===== src/rtl/lfsr_pkg.sv =====
// Shared definitions for the 16-bit PRBS generator/checker pair.
// Holds the LFSR width, default tap mask, checker FSM states and a width-agnostic saturating increment.
package lfsr_pkg;

    localparam int              LFSR_W       = 16;
    // x^16+x^14+x^13+x^11+1: taps at delays 16, 14, 13, 11
    localparam logic [15:0]     TAP_MASK_DEF = 16'hB400;

    typedef enum logic [1:0] {
        FILL   = 2'd0,
        VERIFY = 2'd1,
        LOCKED = 2'd2
    } state_t;

    // Callers zero-extend their counter into 64 bits and take back the low w bits.
    function automatic logic [63:0] sat_inc(input logic [63:0] v, input int unsigned w);
        logic [63:0] max_v;
        max_v = (w >= 64) ? {64{1'b1}} : ((64'd1 << w) - 64'd1);
        return (v >= max_v) ? max_v : v + 64'd1;
    endfunction

endpackage


===== src/rtl/lfsr_predictor.sv =====
// History shift register plus tap XOR; history[0] is the newest sample.
// The shifted-in bit is either the received bit (acquisition) or the prediction (flywheel).
module lfsr_predictor
    import lfsr_pkg::*;
#(
    parameter int               W    = lfsr_pkg::LFSR_W,
    parameter logic [W-1:0]     TAPS = lfsr_pkg::TAP_MASK_DEF
) (
    input  logic clk,
    input  logic rst,
    input  logic shift_en,
    input  logic use_pred,
    input  logic bit_in,
    output logic pred,
    output logic all_zero
);

    logic [W-1:0] history;

    always_ff @(posedge clk) begin
        if (rst)
            history <= '0;
        else if (shift_en)
            history <= {history[W-2:0], (use_pred ? pred : bit_in)};
    end

    assign pred     = ^(history & TAPS);
    assign all_zero = (history == '0);

endmodule


===== config.mk =====
export PLATFORM = sky130hd
export DESIGN_NAME = lfsr_predictor
export DESIGN_NICKNAME = d
export VERILOG_FILES = /design/src/rtl/lfsr_pkg.sv /design/src/rtl/lfsr_predictor.sv
export SDC_FILE = /design/constraint.sdc
export NUM_CORES = 1
export LEC_CHECK = 0
export ABC_AREA = 1
export BUFFER_PORTS_ARGS = -buffer_cell sky130_fd_sc_hd__buf_2
export CORE_MARGIN = 5
export CORE_UTILIZATION = 30
export CTS_BUF_LIST = sky130_fd_sc_hd__clkbuf_8 sky130_fd_sc_hd__clkbuf_16
export CTS_CLUSTER_DIAMETER = 30
export DETAILED_ROUTE_END_ITERATION = 16
export HOLD_SLACK_MARGIN = 0.15
export PLACE_DENSITY = 0.42
export SETUP_SLACK_MARGIN = 0.5
export SLEW_MARGIN = 20
export SYNTH_ARGS = -nofsm -noshare
export SYNTH_HDL_FRONTEND = slang
export SYNTH_SLANG_ARGS = --single-unit

===== constraint.sdc =====
create_clock -name clk -period 2.5 [get_ports clk]
set_input_delay 0.25 -clock clk [delete_from_list [all_inputs] [get_ports clk]]
set_output_delay 0.25 -clock clk [all_outputs]
set_load 0.01 [all_outputs]

==> results of run 1 <==
[path summary, 6_finish.rpt]
kind,startpoint,end,cells past startpoint
worst min register to register,history[12],history[12],2
worst min-delay path,use_pred,history[0],3
worst max register to register,history[13],history[0],8
worst max-delay path,history[12],pred,8
[power breakdown]
| part | total [mW] | internal, mW | switching (mW) |
|---|---|---|---|
| combinational | 0.0625 | 0.0250 | 0.0376 |
| sequential | 0.282 | 0.272 | 0.0104 |
| clock | 0.192 | 0.107 | 0.0850 |
| total | 0.537 | 0.404 | 0.133 |
[worst register-to-register path, delay by kind of cell (launching register included)]
| family | cells | cell delay, ns |
|---|---|---|
| adder cells (fa/ha/maj) | 1 | 0.29 |
| flip-flops | 1 | 0.32 |
| AO/OA/AOI/OAI | 1 | 0.12 |
| AND/OR/NAND/NOR | 4 | 0.24 |
| buffers and inverters | 2 | 0.10 |
[layout make-up]
| type | count | area [um2] | share of cell area [%] |
|---|---|---|---|
| Tap cell | 27 | 33.78 | 4.647 |
| Multi-Input combinational cell | 59 | 271.5 | 37.35 |
| Timing Repair Buffer | 6 | 30.03 | 4.131 |
| Clock buffer | 3 | 41.29 | 5.680 |
| Inverter | 8 | 30.03 | 4.131 |
| Sequential cell | 16 | 320.3 | 44.06 |
[metal layers]
metal  vias up  GRT usage (%)  wire length [um]
li1        293              -                 -
met1       250          13.48               658
met2        10          14.02               549
met3         0          5.505                94
met4         0          3.051                 0
met5         -              0                 0
[cell usage in the layout, fill, tap and decap left out]
master and n:
nor2_1 24, nand4_1 2, o21ai_0 16, and2_1 1, clkbuf_8 3, buf_2 6, dfxtp_1 16, nand2_1 4
ha_1 1, inv_1 7, inv_2 1, nand3_1 2, nor3_1 1, a21oi_1 8
[synthesized netlist by cell type (all sizes together)]
master	count	area [um2]
o21ai	16	80.08
nand3	2	10.01
inv	8	30.03
nand2	4	15.01
dfxtp	16	320.3
nor2	24	90.09
nor3	1	5.000
buf	3	23.77
ha	1	12.51
nand4	2	12.51
and2	1	6.260
a21oi	8	40.04
[kinds of logic after synthesis]
logic type      synth area share (%)
simple gates                   21.51
fa+ha+maj                      1.938
buf+inv                        8.333
flops                          49.61
compound gates                 18.61
==> impl_metrics.yaml, run 1 <==
route:
  avgRoutedWirePerCell_um: 10.95
  viasPerCell: 4.647
  final_antenna_net_count: 0
  dr.pass1.iters: 4
  wl_um: 1303
  vias: 553
  drc: 0
  first_iter_violations: 3
final_layout:
  final_cells: 119
  final_core_util_pct: 36.31
  finalInstanceArea_um2: 726.9
  largest_register_ffs: 16
  fillCellCount: 239
  finalNetCount: 100
  regMostFlops: "history"
  diodes: 0
  drive_gt1_share_pct: 10.87
  largest_registers: "history (16)"
  syn2layout_area_growth_pct: 12.60
die:
  core-area_mm2: 0.002002
  start_util_pct: 32.25
  num_rows: 16
  io_pins: 7
  die_h_um: 56.39
  die_area_mm2: 0.003180
  die_w_um: 56.39
critical_path:
  crit_family: "flip-flops"
  cpMostUsedCell: "nand2_1"
  arrival_ns: 1.41
  cpMaxStageDelayCell: "dfxtp_1"
  cp.required_ns: 2.25
  reg2reg_slack_ns: 1.36
  cp-start-kind: "flip-flop"
  slowest_delay_ns: 0.31
  path_class: "flip-flop to primary output"
  crit_fanout: 3
  cp-end-kind: "primary output"
  crit_buf_inv: 3
  worstPathCellList: "inv_1, ha_1, inv_1, nand2_1, nand2_1, nand2_1, and2_1, buf_2"
sta:
  finalHoldWorstSlack_ns: 0.2762
  setup_slack_ns: 0.8422
  final.min_clock_period_ns: 1.658
  slew_viol_final: 0
  hold_viol_final: 0
  skew_ns: 0.004308
  finalSetupViolCount: 0
  slew_headroom_pct: 73.81
  fin_crit_sh_pct: 66.31
  tightest_slew_ns: 0.3924
  rsz0062_at_grt: "false"
  fin_setup_tns_ns: 0
  fmax_mhz: 603.2
clock_tree:
  root_buffer: "clkbuf_8"
  postCtsSetupBuffers: 0
  cts.sinks: 16
  cts-buffers-inserted: 3
  post_cts_resized: 0
  hold_buffers: 0
  clockBufferDepth: 2
  cts_max_level: 1
  cts_tree: "done"
  clock_latency_ns: 0.25
  clk_transition_reported_paths_ns: 0.06
status:
  status: "finished clean"
run:
  drv_cap: 0
placed_design:
  dp_hpwl_um: 870.1
  place_congestion: 0.6632
  pre_cts_slack_ns: 1.105
  dp.cells: 116
  post_dp_cell_area_um2: 685.7
  portBuffers: 6
synth:
  syn_area_um2: 645.6
  yosys_register_bits: 16
  netlist_instances: 86
  ys_seq_area_share_pct: 49.61
  avgSynthCellArea_um2: 7.507
  synthDistinctLibCells: 15
  synthesis.nets: 92
  yosys_warnings: 0
pwr:
  p_leak_nw: 0.3118
  power_density_mw_per_mm2: 738.0
  ir_drop_uv: 351.8
  finalPower_mw: 0.5365
global_routing:
  track_usage_pct: 10.18
  grt_first_pass_wirelength_um: 2539
  grt_pass1_vias: 573
  overflow: 0
  grt_max_degree: 18
  antenna_found_initial: 0
min_path:
  min_path_type: "input pin to flip-flop"
Power figures use the tool's default switching activity.
==> run 2: changes to the inputs <==
PLACE_DENSITY = 0.44   (was 0.42)
clock period = 1.5 ns   (was 2.5 ns; I/O delays follow)
==> run 2 against run 1 <==
First-iteration DRC count grew to 3.3 times the previous value; via count increased by 3.8%; power increased by 84%; combinational power up 120%; cell area up 12%; flip-flop and latch count did not move; non-clock buffer count rose by 4; sequential power grew 68%; clock skew down 0.0016 ns; critical endpoint unchanged.
==> impl_metrics.yaml, run 2 (synthesis gave the netlist of run 1 again) <==
status:
  status: "finished clean"
sta:
  fmax_mhz: 672.8
  finalHoldWorstSlack_ns: 0.1630
  final.min_clock_period_ns: 1.486
  fin_crit_sh_pct: 99.09
  finalSetupViolCount: 0
  skew_ns: 0.002671
  rsz0062_at_grt: "true"
  slew_viol_final: 0
  hold_viol_final: 0
  slew_headroom_pct: 74.49
  tightest_slew_ns: 0.3823
final_layout:
  layout_commonest_cell: "nor2_1"
  drive_gt1_share_pct: 27.84
  final_cell_mix: "nor2_1 (24), o21ai_0 (16), dfxtp_1 (13), a21oi_1 (8), buf_2 (5)"
  final_cells: 124
  syn2layout_area_growth_pct: 25.58
  regMostFlops: "history"
  finalNetCount: 104
  diodes: 0
  largest_register_ffs: 16
  finalInstanceArea_um2: 810.8
  largest_registers: "history (16)"
clock_tree:
  cts_tree: "done"
  cts_max_level: 1
  cts-buffers-inserted: 3
  clockBufferDepth: 2
  root_buffer: "clkbuf_8"
  clock_latency_ns: 0.25
  cts.sinks: 16
  clk_transition_reported_paths_ns: 0.06
route:
  final_antenna_net_count: 0
  avgRoutedWirePerCell_um: 11.03
  vias: 574
  viasPerCell: 4.629
  first_iter_violations: 10
  wl_um: 1368
  drc: 0
  dr.pass1.iters: 4
placed_design:
  portBuffers: 6
  dp_hpwl_um: 924
  post_dp_cell_area_um2: 713.2
  dp.cells: 117
  place_congestion: 0.6813
die:
  die_w_um: 56.39
  die_area_mm2: 0.003180
  start_util_pct: 32.25
  core-area_mm2: 0.002002
  num_rows: 16
  io_pins: 7
  die_h_um: 56.39
pwr:
  power_density_mw_per_mm2: 1221
  finalPower_mw: 0.9897
  p_leak_nw: 0.3483
  ir_drop_uv: 694.6
global_routing:
  grt_pass1_vias: 535
  track_usage_pct: 9.725
  grt_max_degree: 17
  overflow: 0
  grt_first_pass_wirelength_um: 2359
  antenna_found_initial: 0
critical_path:
  path_class: "flip-flop to primary output"
  crit_fanout: 2
  arrival_ns: 1.34
  cp-end-kind: "primary output"
  cp.required_ns: 1.35
  cp-start-kind: "flip-flop"
run:
  drv_cap: 0
min_path:
  min_path_type: "input pin to flip-flop"
## run 2: cell types whose count changed in the layout (fill, tap and decap cells not counted), moves of 3 or more
cell / change
buf_4: +4
dfxtp_1: -3
dfxtp_2: +3
inv_1: -3
inv_2: +3
## run 2: critical path, stage by stage (launching register included)
cell and delay (ns):
dfxtp_2 0.33, inv_2 0.05, ha_4 0.27, nand2_2 0.06, nand2_1 0.07, nand2_1 0.06
and2_4 0.14, buf_6 0.11
## run 2: worst paths after layout
path,start,endpoint,slack (ns),depth (start not counted)
worst min register to register,history[3],history[4],0.51,2
worst max register to register,history[13],history[0],0.30,9
worst min-delay path,use_pred,history[0],0.16,3
worst max-delay path,history[13],pred,0.01,7
## run 2: layout make-up
cell class / instances / area (um2)
clock buffer: 4 / 55.05
fill: 224 / 1191
inverter: 8 / 30.03
multi-input combinational: 59 / 301.5
sequential: 16 / 324.1
tap: 27 / 33.78
timing repair buffer: 10 / 66.31
## run 2: timing repair
action	in CTS	in global routing
gates resized for setup	5	0
setup buffers	2	1
pin swaps	6	4
hold endpoints to repair	0	0
endpoints found under the setup margin	3	3
hold buffers	0	0
## run 2: report_power, final
| part | internal (mW) | switching (mW) | leakage (nW) |
|---|---|---|---|
| Sequential | 0.454 | 0.0197 | 0.133 |
| Clock | 0.233 | 0.146 | 0.0288 |
| Combinational | 0.0657 | 0.0717 | 0.186 |
| Total | 0.752 | 0.237 | 0.348 |
## run 2: through the flow
step           util, %  setup WS [ns]  setup TNS, ns
6_report         40.50        0.01362              0
5_1_grt          40.50       -0.05137       -0.05137
4_1_cts          40.13        0.01756              0
3_5_place_dp     35.63         0.2637              0
3_3_place_gp     35.63         0.2977              0
2_1_floorplan        -         0.4258              0
## run 2: metal layers
metal	share of wire (%)	global-route usage, %
met1	47	10.80
met2	49	16.03
met3	3.9	5.046
met4	0	3.051
met5	0	0
==> run 3: changes to the inputs <==
==> constraint.sdc (replaced) <==
create_clock -name clk -period 1.5 [get_ports clk]
set_input_delay 0.225 -clock clk [delete_from_list [all_inputs] [get_ports clk]]
set_output_delay 0.225 -clock clk [all_outputs]
set_load 0.01 [all_outputs]
==> run 3 against run 2 <==
The flow now finishes with violations (negative setup slack); sequential power about the same; cell count stayed put; combinational power hardly changed; cell area is the same; register-to-register slack about the same; count of clock-buffer cells in the layout is the same; flip-flop and latch count did not move; non-clock buffer count unchanged; utilization stayed put; critical path type unchanged; largest cell class unchanged; largest power group unchanged.
==> impl_metrics.yaml, run 3 (synthesis gave the netlist of run 1 again) <==
clock_tree:
  cts-buffers-inserted: 3
  clockBufferDepth: 2
  root_buffer: "clkbuf_8"
  cts_tree: "done"
  cts_max_level: 1
  hold_buffers: 0
  cts.sinks: 16
  clock_latency_ns: 0.25
  clk_transition_reported_paths_ns: 0.06
global_routing:
  grt_pass1_vias: 535
  antenna_found_initial: 0
  overflow: 0
  grt_first_pass_wirelength_um: 2359
  track_usage_pct: 9.725
  grt_max_degree: 17
route:
  wl_um: 1368
  dr.pass1.iters: 4
  first_iter_violations: 10
  avgRoutedWirePerCell_um: 11.03
  drc: 0
  viasPerCell: 4.629
  final_antenna_net_count: 0
  vias: 574
critical_path:
  slowest_delay_ns: 0.33
  arrival_ns: 1.34
  cp-end-kind: "primary output"
  crit_fanout: 2
  cpMostUsedCell: "nand2_1"
  cp.required_ns: 1.27
  reg2reg_slack_ns: 0.30
  cpMaxStageDelayCell: "dfxtp_2"
  path_class: "flip-flop to primary output"
  cp-start-kind: "flip-flop"
  worstPathCellList: "inv_2, ha_4, nand2_2, nand2_1, nand2_1, and2_4, buf_6"
die:
  die_w_um: 56.39
  start_util_pct: 32.25
  core-area_mm2: 0.002002
  die_h_um: 56.39
  num_rows: 16
  io_pins: 7
  die_area_mm2: 0.003180
sta:
  skew_ns: 0.002671
  finalSetupViolCount: 1
  slew_headroom_pct: 74.49
  final.min_clock_period_ns: 1.561
  fmax_mhz: 640.5
  fin_crit_sh_pct: 104.1
  slew_viol_final: 0
  rsz0062_at_grt: "true"
  fin_setup_tns_ns: -0.06138
  hold_viol_final: 0
  setup_slack_ns: -0.06138
  tightest_slew_ns: 0.3823
final_layout:
  largest_register_ffs: 16
  final_cell_mix: "nor2_1 (24), o21ai_0 (16), dfxtp_1 (13), a21oi_1 (8), buf_2 (5)"
  largest_registers: "history (16)"
  diodes: 0
  syn2layout_area_growth_pct: 25.58
  finalInstanceArea_um2: 810.8
  drive_gt1_share_pct: 27.84
  finalNetCount: 104
  layout_commonest_cell: "nor2_1"
  regMostFlops: "history"
pwr:
  ir_drop_uv: 694.6
  power_density_mw_per_mm2: 1221
  finalPower_mw: 0.9897
  p_leak_nw: 0.3483
placed_design:
  post_dp_cell_area_um2: 713.2
  portBuffers: 6
  dp_hpwl_um: 924
  place_congestion: 0.6813
status:
  status: "finished with violations"
  failed_checks: "negative setup slack"
min_path:
  min_path_type: "input pin to flip-flop"
run:
  drv_cap: 0
-- run 3: cell counts in the layout (fill, tap and decap cells not counted) --
No cell type changed its count.
-- run 3: cell type report --
cell class	count	area [um2]
Tap cell	27	33.78
Clock buffer	4	55.05
Sequential cell	16	324.1
Multi-Input combinational cell	59	301.5
Fill cell	224	1191
Timing Repair Buffer	10	66.31
Inverter	8	30.03
-- run 3: stage by stage --
stage,utilization [%],worst slack [ns],hold slack [ns],cells
6_report,40.50,-0.06138,0.2380,124
5_1_grt,40.50,-0.1264,0.2470,124
4_1_cts,40.13,-0.05744,0.2442,123
2_1_floorplan,-,0.3508,0.3744,86
3_5_place_dp,35.63,0.1887,0.4868,117
3_3_place_gp,35.63,0.2227,0.4866,117
-- run 3: power by group --
part / switching (mW) / internal, mW
registers: 0.0197 / 0.454
logic: 0.0717 / 0.0657
clock network: 0.146 / 0.233
total: 0.237 / 0.752
-- run 3: critical path, delay by kind of cell (launching register included) --
| family | cells | cell delay [ns] |
|---|---|---|
| adders and majority gates | 1 | 0.27 |
| buffers and inverters | 2 | 0.16 |
| DFF | 1 | 0.33 |
| and+or+nand+nor | 4 | 0.33 |
-- run 3: what timing repair did --
action                     CTS  global route
gates resized for setup      5             0
pin swaps                    6             4
setup endpoints to repair    3             3
setup buffers                2             1
-- run 3: path summary, 6_finish.rpt --
path | start | end | cells after the start
max | history[13] | pred | 7
min | use_pred | history[0] | 3
max reg2reg | history[13] | history[0] | 9
min reg2reg | history[3] | history[4] | 2
-- run 3: layer usage --
layer | routed length (um) | track usage (%) | vias to the layer above
met5 | 0 | 0 | -
met4 | 0 | 3.051 | 0
met3 | 53 | 5.046 | 0
met2 | 667 | 16.03 | 5
met1 | 647 | 10.80 | 267
li1 | - | - | 302
